--- config.mk ---
export PLATFORM = sky130hd
export DESIGN_NAME = safe_lockstep_sequencer
export DESIGN_NICKNAME = d
export VERILOG_FILES = /design/src/rtl/safe_lockstep_sequencer.sv
export SDC_FILE = /design/constraint.sdc
export NUM_CORES = 1
export LEC_CHECK = 0
export ABC_CLOCK_PERIOD_IN_PS = 3000
export CAP_MARGIN = 25
export CORE_MARGIN = 5
export CORE_UTILIZATION = 54
export DETAILED_ROUTE_END_ITERATION = 10
export PLACE_DENSITY = 0.88
export SLEW_MARGIN = 20
export SYNTH_ARGS = -nofsm -noshare
export SYNTH_HDL_FRONTEND = slang
export SYNTH_SLANG_ARGS = --single-unit
--- constraint.sdc ---
create_clock -name clk_i -period 3 [get_ports clk_i]
set_input_delay 0.3 -clock clk_i [delete_from_list [all_inputs] [get_ports clk_i]]
set_output_delay 0.3 -clock clk_i [all_outputs]
set_load 0.1 [all_outputs]
--- src/rtl/safe_lockstep_sequencer.sv ---
// Lockstep sequencer for the three-core safe wrapper.
// Boots on the master core, halts the selected core set through debug
// request, releases it into TMR/DMR lockstep, and returns to master-only
// operation when the safe routine signals completion.
// Every output is a register loaded from the next state, so an output
// always describes the state the sequencer has just entered.

module safe_lockstep_sequencer #(
    parameter int TIMEOUT_CYCLES = 1024
) (
    input  logic       clk_i,
    input  logic       rst_ni,
    input  logic       start_i,
    input  logic [2:0] master_core_i,
    input  logic       safe_mode_i,
    input  logic [1:0] safe_configuration_i,
    input  logic       critical_section_i,
    input  logic       initial_sync_master_i,
    input  logic       end_sw_routine_i,
    input  logic [2:0] core_sleep_i,
    output logic [2:0] core_fetch_en_o,
    output logic [2:0] debug_req_o,
    output logic       lockstep_en_o,
    output logic       tmr_vote_en_o,
    output logic       dmr_cmp_en_o,
    output logic [2:0] active_cores_o,
    output logic       sync_done_o,
    output logic       timeout_o,
    output logic       cfg_err_o
);

    // Halt-wait counter width is derived from the timeout.
    localparam int CNT_W = $clog2(TIMEOUT_CYCLES + 1);
    localparam logic [CNT_W-1:0] CNT_LAST = CNT_W'(TIMEOUT_CYCLES - 1);

    localparam logic [1:0] CFG_TMR    = 2'b00;
    localparam logic [1:0] CFG_DMR_01 = 2'b01;
    localparam logic [1:0] CFG_DMR_12 = 2'b10;

    typedef enum logic [2:0] {
        IDLE       = 3'd0,
        MASTER_RUN = 3'd1,
        HALT_REQ   = 3'd2,
        WAIT_HALT  = 3'd3,
        RELEASE    = 3'd4,
        LOCKSTEP   = 3'd5,
        EXIT       = 3'd6
    } state_t;

    // Cores taking part in the run: the master alone unless lockstep is
    // requested with a valid configuration.
    function automatic logic [2:0] core_mask(input logic [2:0] master,
                                             input logic       safe,
                                             input logic [1:0] cfg);
        logic [2:0] m;
        m = master;
        if (safe) begin
            case (cfg)
                CFG_TMR:    m = 3'b111;
                CFG_DMR_01: m = 3'b011;
                CFG_DMR_12: m = 3'b110;
                default:    m = master;
            endcase
        end
        return m;
    endfunction

    state_t           state_q, state_d;
    logic [CNT_W-1:0] cnt_q, cnt_d;
    logic             start_q, sync_q, end_q;
    logic [2:0]       master_q, master_d;
    logic             safe_q, safe_d;
    logic [1:0]       cfg_q, cfg_d;
    logic [2:0]       mask_q, mask_d;
    logic             pend_q, pend_d;
    logic             timeout_q, timeout_d;
    logic             cfg_err_q, cfg_err_d;

    logic [2:0] fetch_d, dbg_d, act_d;
    logic       lock_d, tmr_d, dmr_d, sdone_d;

    logic start_rise, sync_ev, end_ev, all_halted;

    // Register-driven levels are turned into one-shot events here.
    assign start_rise = start_i & ~start_q;
    assign sync_ev    = initial_sync_master_i & ~sync_q;
    assign end_ev     = end_sw_routine_i & ~end_q;
    assign all_halted = (core_sleep_i & mask_q) == mask_q;

    // State, latched configuration, sticky flags and edge-detect history.
    always_ff @(posedge clk_i or negedge rst_ni) begin
        if (!rst_ni) begin
            state_q   <= IDLE;
            cnt_q     <= '0;
            start_q   <= 1'b0;
            sync_q    <= 1'b0;
            end_q     <= 1'b0;
            master_q  <= '0;
            safe_q    <= 1'b0;
            cfg_q     <= '0;
            mask_q    <= '0;
            pend_q    <= 1'b0;
            timeout_q <= 1'b0;
            cfg_err_q <= 1'b0;
        end else begin
            state_q   <= state_d;
            cnt_q     <= cnt_d;
            start_q   <= start_i;
            sync_q    <= initial_sync_master_i;
            end_q     <= end_sw_routine_i;
            master_q  <= master_d;
            safe_q    <= safe_d;
            cfg_q     <= cfg_d;
            mask_q    <= mask_d;
            pend_q    <= pend_d;
            timeout_q <= timeout_d;
            cfg_err_q <= cfg_err_d;
        end
    end

    // Next-state logic; dropping start_i overrides every other transition.
    always_comb begin
        state_d   = state_q;
        cnt_d     = cnt_q;
        master_d  = master_q;
        safe_d    = safe_q;
        cfg_d     = cfg_q;
        mask_d    = mask_q;
        pend_d    = pend_q;
        timeout_d = timeout_q;
        cfg_err_d = cfg_err_q;

        if (!start_i) begin
            state_d = IDLE;
            pend_d  = 1'b0;
        end else begin
            case (state_q)
                IDLE: begin
                    if (start_rise) begin
                        master_d  = master_core_i;
                        safe_d    = safe_mode_i;
                        cfg_d     = safe_configuration_i;
                        mask_d    = core_mask(master_core_i, safe_mode_i,
                                              safe_configuration_i);
                        timeout_d = 1'b0;
                        cfg_err_d = 1'b0;
                        if ($onehot(master_core_i)) state_d   = MASTER_RUN;
                        else                        cfg_err_d = 1'b1;
                    end
                end
                MASTER_RUN: begin
                    // Sync requests are meaningless without lockstep.
                    if (sync_ev && safe_q) begin
                        state_d = HALT_REQ;
                        cnt_d   = '0;
                    end
                end
                HALT_REQ: begin
                    cnt_d   = '0;
                    state_d = WAIT_HALT;
                end
                WAIT_HALT: begin
                    cnt_d = cnt_q + CNT_W'(1);
                    // A set that halts on the last allowed cycle still syncs.
                    if (all_halted) begin
                        state_d = RELEASE;
                    end else if (cnt_q == CNT_LAST) begin
                        timeout_d = 1'b1;
                        state_d   = MASTER_RUN;
                    end
                end
                RELEASE: begin
                    state_d = LOCKSTEP;
                end
                LOCKSTEP: begin
                    // An end request inside a critical section is deferred
                    // until the section closes.
                    if ((end_ev || pend_q) && !critical_section_i) begin
                        state_d = EXIT;
                        pend_d  = 1'b0;
                    end else if (end_ev) begin
                        pend_d = 1'b1;
                    end
                end
                EXIT: begin
                    pend_d  = 1'b0;
                    state_d = MASTER_RUN;
                end
                default: begin
                    state_d = IDLE;
                end
            endcase
        end
    end

    // Output values for the state being entered.
    always_comb begin
        fetch_d = '0;
        dbg_d   = '0;
        lock_d  = 1'b0;
        tmr_d   = 1'b0;
        dmr_d   = 1'b0;
        sdone_d = 1'b0;
        act_d   = (state_d == IDLE) ? 3'b000 : mask_d;
        case (state_d)
            MASTER_RUN, EXIT: begin
                fetch_d = master_d;
            end
            HALT_REQ, WAIT_HALT: begin
                fetch_d = mask_d;
                dbg_d   = mask_d;
            end
            RELEASE: begin
                fetch_d = mask_d;
                lock_d  = 1'b1;
                sdone_d = 1'b1;
            end
            LOCKSTEP: begin
                fetch_d = mask_d;
                lock_d  = 1'b1;
                tmr_d   = (cfg_d == CFG_TMR);
                dmr_d   = (cfg_d == CFG_DMR_01) || (cfg_d == CFG_DMR_12);
            end
            default: begin
                fetch_d = '0;
            end
        endcase
    end

    // Output registers, loaded on the same edge as the state.
    always_ff @(posedge clk_i or negedge rst_ni) begin
        if (!rst_ni) begin
            core_fetch_en_o <= '0;
            debug_req_o     <= '0;
            lockstep_en_o   <= 1'b0;
            tmr_vote_en_o   <= 1'b0;
            dmr_cmp_en_o    <= 1'b0;
            active_cores_o  <= '0;
            sync_done_o     <= 1'b0;
        end else begin
            core_fetch_en_o <= fetch_d;
            debug_req_o     <= dbg_d;
            lockstep_en_o   <= lock_d;
            tmr_vote_en_o   <= tmr_d;
            dmr_cmp_en_o    <= dmr_d;
            active_cores_o  <= act_d;
            sync_done_o     <= sdone_d;
        end
    end

    assign timeout_o = timeout_q;
    assign cfg_err_o = cfg_err_q;

endmodule

==> impl_metrics.csv <==
group,metric,value,unit
outcome,outcome,"completed",
setup_path,worstSetupPathType,"primary input to flip-flop",
synthesis,synth.top_cell.area_share,48.4,%
job,drv_cap,0,
timing,fin_tns_setup,0,ns
route,route.met3.wl,168,um
clock_network,cts_tree,"built",
clock_network,post_cts_resized,0,
floorplan,core_area,3940,um^2
placed_design,io_buffers,29,
global_route,grt_pass1_vias,1622,
floorplan,io_pins,30,
synthesis,synth_flop_cell,"dfrtp_1",
timing,worstMarginPinSlew,0.967,ns
clock_network,cts_hold_buf,0,
setup_path,rrSetupSlack,0.67,ns
placed_design,gp_congestion,0.839,
clock_network,htree_levels,2,
setup_path,path_buf_inv,1,
timing,hold_violations,0,
route,drt_iter0_drc,79,
setup_path,cp-end-kind,"flip-flop",
finish,drive_above_1_share,11.4,%
global_route,grt_pass1_wl,7610,um
floorplan,core.rowCount,23,
setup_path,critPathRequiredTime,3.18,ns
synthesis,yosys.area.top_type,"dfrtp_1",
synthesis,synth_common_cells,"dfrtp_1, o21ai_0, nor2_1, inv_1, nand2_1",
floorplan,start_util,55.1,%
route,top_layer,"met4",
setup_path,path_cells,"clkdlybuf4s50_1 > or4b_4 > nor2_4 > mux2i_1 > ha_1 > and3_1",
timing,fmax,428,MHz
floorplan,die_x,73.4,um
placed_design,dp_slack,0.376,ns
synthesis,synth_cell_types,51,
route,vias,1659,
setup_path,cp.arrival,2.52,ns
synthesis,syn_nets,225,
pwr,leakagePower,1.13,nW
setup_path,cpPeakStageDelay,0.64,ns
route,antenna_left,0,
finish,fin_nets,255,
timing,max-slew-margin-rel,35.3,%
floorplan,die_y,73.4,um
global_route,grt_antenna_before_repair,0,
setup_path,cp_max_fo,14,
finish,n_antenna_cell,0,
timing,finalSetupViolCount,0,
pwr,powerDensity,455,nW/um^2
timing,layout_min_cycle_time,2.34,ns
timing,final.setup.worst_slack,0.661,ns
route,drt-met1-wl,2060,um
global_route,track_usage,18.5,%
route,route.detailed.drc,0,
clock_network,cts_buffers,5,
synthesis,yosys.cell_count.top_type,"dfrtp_1",
finish,synthToLayoutAreaGrowth,17.5,%
synthesis,syn_area,2170,um^2
route,wl_per_cell,15.8,um
route,drtPass1Iterations,4,
synthesis,ys_seq_elements,42,
clock_network,cts_num_sinks,42,
setup_path,cp_top_family,"simple AND/OR/NAND/NOR gates",
clock_network,clockRootBuffer,"clkbuf_8",
synthesis,synth_area_leaders,"dfrtp_1, o21ai_0, mux2i_1",
clock_network,cts_setup_buffers,0,
synthesis,yosysSeqAreaShare,48.4,%
synthesis,syn_area_per_cell,10.5,um^2
clock_network,clk_pin_slew,0.08,ns
global_route,grt_overflow,0,
route,finalWirelength,4550,um
clock_network,clockBufferDepth,2,
synthesis,yosys_warnings,0,
global_route,grt_max_degree,43,
synthesis,syn_inst,207,
timing,fin_worst_skew,0.00855,ns
timing,fin_crit_sh,78.0,%
timing,rsz0062_at_grt,"no",
hold_path,hold_path_class,"primary input to asynchronous set/reset pin",
setup_path,start_kind,"primary input",
placed_design,dp_hpwl,3170,um
synthesis,async_flop_share,100,%
setup_path,cp_slowest_cell,"clkdlybuf4s50_1",
route,wl_met2,2270,um
pwr,vdd_drop_max,250,uV
route,viasPerCell,5.78,
floorplan,fp.dieArea,5390,um^2
timing,drv_slew,0,
clock_network,insertion_delay,0.29,ns
synthesis,synth-edff-count,0,
==> metrics by stage <==
stage	power [mW]	instances	cell area [um^2]	hold WS [ns]	utilization, %
2_1_floorplan	0.765	207	2170	0.00441	-
3_3_place_gp	0.830	280	2470	0.464	62.8
3_5_place_dp	0.836	280	2470	0.480	62.8
4_1_cts	1.17	287	2550	0.158	64.7
5_1_grt	1.22	287	2550	0.202	64.7
6_report	1.16	287	2550	0.137	64.7
==> worst register-to-register path: stages, from the launching register on <==
cell,delay (ns)
dfrtp_1,0.54
or4b_4,0.65
nor2_4,0.34
mux2i_1,0.29
ha_1,0.26
and3_1,0.14
==> area by class of cell <==
type,count,area (um^2)
fill,311,1390
multi-input combinational,145,1030
sequential,42,1050
timing repair buffer,31,290
clock buffer,7,76.3
tap,50,62.6
inverter,12,45.0
==> logic make-up after synthesis <==
logic type | share of synthesized area [%]
buf+inv | 4.38
fa+ha+maj | 2.07
mux | 5.36
compound gates | 18.0
flops | 48.4
simple gates | 21.8
==> state kept, by name, summed over array words and instances, names as in the netlist, 2 cells and up <==
signal / cells
active_cores_o: 3
mask_q: 3
cfg_q: 2
cnt_q: 11
core_fetch_en_o: 3
state_q: 3
master_q: 3
debug_req_o: 3
==> per-layer routing <==
| metal | GRT usage, % | up-vias |
|---|---|---|
| met5 | 0 | - |
| met4 | 6.24 | 0 |
| met3 | 4.38 | 4 |
| met2 | 29.4 | 29 |
| met1 | 24.8 | 814 |
| li1 | - | 812 |
==> cell usage in the layout (no fill, tap or decap), types with 4 or more instances in the layout <==
master | Yosys | layout
nand3_1 | 8 | 8
dfrtp_1 | 42 | 42
a21oi_1 | 8 | 8
clkbuf_8 | 0 | 5
clkdlybuf4s50_1 | 0 | 24
a211oi_1 | 5 | 5
nor2_1 | 16 | 16
buf_4 | 2 | 6
inv_1 | 12 | 12
nand2_1 | 11 | 11
a31oi_1 | 4 | 4
nand4_1 | 4 | 4
o31ai_1 | 4 | 4
mux2i_1 | 6 | 6
nor2b_1 | 8 | 8
nor3_1 | 4 | 4
o21ai_0 | 18 | 18
==> power by group <==
group | leakage, nW | total (mW) | internal, mW | switching, mW
combinational | 0.541 | 0.211 | 0.0752 | 0.136
sequential | 0.552 | 0.614 | 0.597 | 0.0171
clock | 0.0383 | 0.337 | 0.160 | 0.177
total | 1.13 | 1.16 | 0.832 | 0.330
==> worst paths after layout <==
kind / start / end / cells after the start
worst max-delay path: start_i / dmr_cmp_en_o$_DFF_PN0_ / 6
min in group clk_i: initial_sync_master_i / sync_q$_DFF_PN0_ / 1
worst min register to register: cnt_q[8]$_DFFE_PN0P_ / cnt_q[8]$_DFFE_PN0P_ / 1
max in group asynchronous: rst_ni / core_fetch_en_o[0]$_DFF_PN0_ / 1
worst max register to register: state_q[0]$_DFF_PN0_ / dmr_cmp_en_o$_DFF_PN0_ / 5
worst min-delay path: rst_ni / cnt_q[3]$_DFFE_PN0P_ / 1
Note: power is estimated with default switching activity, not from simulation.
==> RTL change 1 (same flow settings) <==
Set the parameter `TIMEOUT_CYCLES` to 512 (it was 1024).
--- a/src/rtl/safe_lockstep_sequencer.sv
+++ b/src/rtl/safe_lockstep_sequencer.sv
@@ -8,3 +8,3 @@
 module safe_lockstep_sequencer #(
-    parameter int TIMEOUT_CYCLES = 1024
+    parameter int TIMEOUT_CYCLES = 512
 ) (
Check against the original RTL: no difference found for any inputs over 10 cycles, from zero or initial values and one cycle with rst_ni low; that may be too few to reach the edited logic, so the function may still have changed.
==> RTL change 1 against the unedited design <==
  * Sequential cell count down 1
  * Routed wire length shrank 5.1%
  * Critical path type unchanged
  * Final area fell by 2.8%
  * Critical endpoint is now tmr_vote_en_o
  * Power up 16%
  * Area after synthesis shrank 7.0%
  * Critical path depth rose by 1
  * Largest power group unchanged
  * Highest routed layer unchanged
  * Register-to-register slack better by 0.08 ns
  * Setup slack better by 0.060 ns
==> RTL change 1: results (changes against the unedited design) <==
| Metric | Value |
|---|---|
| Distinct cells, synth | `45 (-12%)` |
| Initial drt markers | `116 (+47%)` |
| # Post-CTS Setup Buffers | `0 (unchanged)` |
| Max clock buf depth | `2 (unchanged)` |
| Critical path's top delay family | `simple AND/OR/NAND/NOR gates` |
| Largest cells by area after synthesis | `dfrtp_1 (51%), o21ai_0 (5.0%), nor2b_1 (3.4%)` |
| Final Wtd Congestion | `0.8044 (-4.1%)` |
| CP max-delay cell | `fa_1` |
| Number of buffers created by CTS | `5 (unchanged)` |
| Largest net degree at the start of global routing | `42 (-2.3%)` |
| Ys async rst share | `1.000 (unchanged)` |
| Clk_lat worst skew | `0.30 ns` |
| Nets | `247 (-3.1%)` |
| CP max stage delay | `0.54 ns (-0.10 ns)` |
| Pwr Density | `545.4 nW/um^2 (+20%)` |
| Largest Register | `cnt_q` |
| Switching Fraction | `0.2681 (-0.01549)` |
| # fillers | `282 (-9.3%)` |
| Reg2reg setup slack | `0.75 ns (+0.08 ns)` |
| VDD IR-drop max | `0.0003882 V (+55%)` |
| DP Cell Count | `268 (-4.3%)` |
| DRT Pass-1 Iters | `4 (unchanged)` |
| Global Route Usage Sum | `0.1845 (about the same)` |
| Slew HR | `0.3469 (-0.006159)` |
| Hold crit path type | `in2async` |
| Post-Synthesis Cells | `195 (-5.8%)` |
| I/O Buffers | `29 (unchanged)` |
| Capture point of the worst path | `tmr_vote_en_o` |
| Final hold slack | `0.1096 ns (-0.02705 ns)` |
| Critical path origin | `master_core_i[0]` |
| Leakage | `1.142 nW (+1.0%)` |
| Via density per instance | `5.732 (-0.84%)` |
| Reg-to-Reg End | `core_fetch_en_o[2]` |
| N_diodes | `0 (unchanged)` |
| Routed len/inst | `15.62 um (-1.4%)` |
| Syn. warnings | `0 (unchanged)` |
| Outcome | `complete, no violations` |
| Post-synthesis net count | `215 (-4.4%)` |
| Synth cell count leaders | `dfrtp_1 (41), o21ai_0 (20), inv_1 (15), nor2_1 (15), nand2_1 (14)` |
| Fin Clk Skew | `0.01079 ns (+0.002239 ns)` |
| Part of the power in combinational logic | `0.149 (-0.033)` |
| CTS root buf | `clkbuf_8` |
| Reg2reg start | `state_q[1]` |
| Seq/Total Area, Yosys | `0.5077 (+0.02387)` |
| Maximum fanout along the worst path | `5 (-9)` |
| Clk pwr | `0.000537 W (+59%)` |
| HPWL after detailed placement | `3.019 mm (-4.8%)` |
| Initial antenna violation count | `0 (unchanged)` |
| Final Routed Wirelength | `4.311 mm (-5.1%)` |
| Vias in the first global route | `1556 (-4.1%)` |
| Final setup margin | `0.7210 ns (+0.05955 ns)` |
| CTS H-tree lvls | `2 (unchanged)` |
| Fraction of layout cells with a size suffix above 1 | `0.1053 (-0.008661)` |
| Dpl ws | `0.4934 ns (+0.1177 ns)` |
| Post-cts sizing count | `0 (unchanged)` |
| First-pass GRT wire length | `7.251 mm (-4.7%)` |
| FF-to-FF path depth | `6 (+1)` |
| Largest register FFs | `10 (-1)` |
==> RTL change 1: area by class of cell <==
type,count,area share
Sequential cell,41,0.4139
Multi-Input combinational cell,133,0.3645
Timing Repair Buffer,31,0.1191
Clock buffer,5,0.02776
Clock inverter,3,0.02776
Tap cell,48,0.02423
Inverter,15,0.02272
==> RTL change 1: through the flow <==
step / instance area [um^2] / util
floorplan: 2021 / -
global placement: 2341 / 0.6443
detailed placement: 2341 / 0.6443
CTS: 2479 / 0.6822
global route: 2479 / 0.6822
finish: 2479 / 0.6822
==> RTL change 1: layer usage <==
metal / vias up / track usage / wire, um
met4: 0 / 0.08351 / 86
met1: 777 / 0.2186 / 1876
met5: - / 0 / 0
met3: 9 / 0.05540 / 167
li1: 759 / - / -
met2: 37 / 0.3071 / 2180
==> RTL change 1: cell families after synthesis <==
group / share of synthesized area
fa+ha+maj: 0.03468
compound gates: 0.1548
buf+inv: 0.04520
simple gates: 0.2223
flops: 0.5077
mux: 0.03529
==> RTL change 2 (same flow settings) <==
Made on the original files. Reset style: synchronous (`rst_ni`), changed in 2 clocked blocks.
--- a/src/rtl/safe_lockstep_sequencer.sv
+++ b/src/rtl/safe_lockstep_sequencer.sv
@@ -90,3 +90,3 @@
     // State, latched configuration, sticky flags and edge-detect history.
-    always_ff @(posedge clk_i or negedge rst_ni) begin
+    always_ff @(posedge clk_i) begin
         if (!rst_ni) begin
@@ -230,3 +230,3 @@
     // Output registers, loaded on the same edge as the state.
-    always_ff @(posedge clk_i or negedge rst_ni) begin
+    always_ff @(posedge clk_i) begin
         if (!rst_ni) begin
Function: differs if rst_ni is asserted again (counterexample within 4 cycles, from zero or initial values and one cycle with rst_ni low); with rst_ni held inactive, the same outputs for 10 cycles.
==> RTL change 2 against the unedited design <==
  * Power shrank 14%
  * Core utilization up 2.5 points
  * Die area is 15% lower
  * Count of clock-buffer cells in the layout down 1
  * Setup slack worse by 0.021 ns
  * Final area shrank 14%
  * Clock skew shrank 0.0014 ns
  * Sequential cell count is the same
  * Sequential power is 6.2% lower
  * Area after synthesis shrank 17%
  * Routed wire length shrank 13%
  * First-iteration DRC count fell by 22%
  * Highest routed layer unchanged
==> RTL change 2: results (changes against the unedited design) <==
| Metric | Value |
|---|---|
| Fraction of area in multi-input gates | `0.4067 (+0.004536)` |
| Post-synthesis net count | `213 (-5.3%)` |
| Fin Clk Skew | `0.007116 ns (-0.001435 ns)` |
| Clock network area share | `0.03063 (+0.0007130)` |
| Post-Synthesis Cells | `195 (-5.8%)` |
| Distinct cells, synth | `43 (-16%)` |
| DIE AREA | `4578 um^2 (-15%)` |
| Vias after detailed routing | `1468 (-12%)` |
| Adder-cell share of the synthesized area | `0.02509 (+0.004350)` |
| CP max stage delay | `0.75 ns (+0.11 ns)` |
| Count of multi-input gates | `137 (-5.5%)` |
| Area share of xor/xnor cells in the synthesized design | `0.03902 (+0.03902)` |
| Seq/Total Area, Yosys | `0.4683 (-0.01558)` |
| Largest cells by area after synthesis | `dfxtp_1 (47%), nor2_1 (6.1%), mux2i_1 (5.0%)` |
| Primary FF master, synth | `dfxtp_1` |
| Reg-to-Reg End | `core_fetch_en_o[2]` |
| Buffers, non-clock | `32 (+3.2%)` |
| Slew HR | `0.3388 (-0.01422)` |
| Initial drt markers | `62 (-22%)` |
| Area after DPL | `2138 um^2 (-14%)` |
| FF-to-FF path depth | `6 (+1)` |
| Final hold slack | `0.5132 ns (+0.3766 ns)` |
| Worst Path Arrival | `2.63 ns (+0.11 ns)` |
| Nets | `246 (-3.5%)` |
| Leakage | `0.8624 nW (-24%)` |
| Cell-internal power | `0.0007343 W (-12%)` |
| Reg2reg start | `cnt_q[0]` |
| CLK BUF | `6 (-1)` |
| Largest net degree at the start of global routing | `15 (-65%)` |
| Ys async rst share | `0 (-1.000)` |
| Dpl ws | `0.2689 ns (-0.1067 ns)` |
| Final non-clock buffer share | `0.1384 (+0.02462)` |
| DP Cell Count | `267 (-4.6%)` |
| Reg2reg setup slack | `0.87 ns (+0.20 ns)` |
| # fillers | `277 (-11%)` |
| HPWL after detailed placement | `2.955 mm (-6.7%)` |
| First-pass GRT wire length | `6.341 mm (-17%)` |
| Outcome | `complete, no violations` |
| Compound-cell area share of the yosys netlist | `0.1213 (-0.05905)` |
| CP max-delay cell | `a2111oi_0` |
| Global Route Usage Sum | `0.1944 (+0.009747)` |
| Final Wtd Congestion | `0.8073 (-3.8%)` |
| Synth cell count leaders | `dfxtp_1 (42), nor2_1 (29), inv_1 (10), nand2_1 (10), nand2b_1 (10)` |
| VDD IR-drop max | `0.0003837 V (+54%)` |
==> RTL change 2: changes by cell type after synthesis, moves of 4 or more <==
cell / before / now
dfrtp_1: 42 / 0
nand3_1: 8 / 4
o21ai_0: 18 / 7
nor2_1: 16 / 29
o31ai_1: 4 / 0
xnor2_1: 0 / 6
dfxtp_1: 0 / 42
a211oi_1: 5 / 0
nand2b_1: 3 / 10
==> RTL change 2: logic make-up after synthesis <==
family / after synthesis
AND/OR/NAND/NOR: 86
multiplexers: 10
AO/OA/AOI/OAI: 30
XOR/XNOR: 8
adder cells (fa/ha/maj): 3
buffers and inverters: 16
flip-flops: 42
==> RTL change 2: power by group through the flow <==
| stage | Combinational [W] | Sequential (W) | Clock [W] |
|---|---|---|---|
| 3_5_place_dp | 0.000108 | 0.000589 | 0 |
| 5_1_grt | 0.000117 | 0.000578 | 0.000351 |
| 3_3_place_gp | 0.000105 | 0.000589 | 0 |
| 6_report | 0.000109 | 0.000576 | 0.000314 |
| 4_1_cts | 0.000108 | 0.000576 | 0.000324 |
| 2_1_floorplan | 0.0000509 | 0.000602 | 0 |
==> RTL change 2: worst max path at each step <==
stage,from,endpoint,slack [ns]
floorplan,master_core_i[0],active_cores_o[0],1.07
global placement,master_core_i[1],active_cores_o[0],0.41
detailed placement,master_core_i[1],active_cores_o[1],0.27
CTS,master_core_i[1],active_cores_o[1],0.68
global route,master_core_i[1],active_cores_o[0],0.52
finish,master_core_i[1],active_cores_o[1],0.64
==> RTL change 2: per-layer routing <==
layer  routed length (um)  vias up  part of all wire  GRT usage
li1                     -      739                 -          -
met1                 1689      675              0.43     0.2313
met2                 1878       49              0.48     0.3013
met3                  306        5             0.078    0.06988
met4                   61        0             0.016     0.1089
met5                    0        -                 0          0
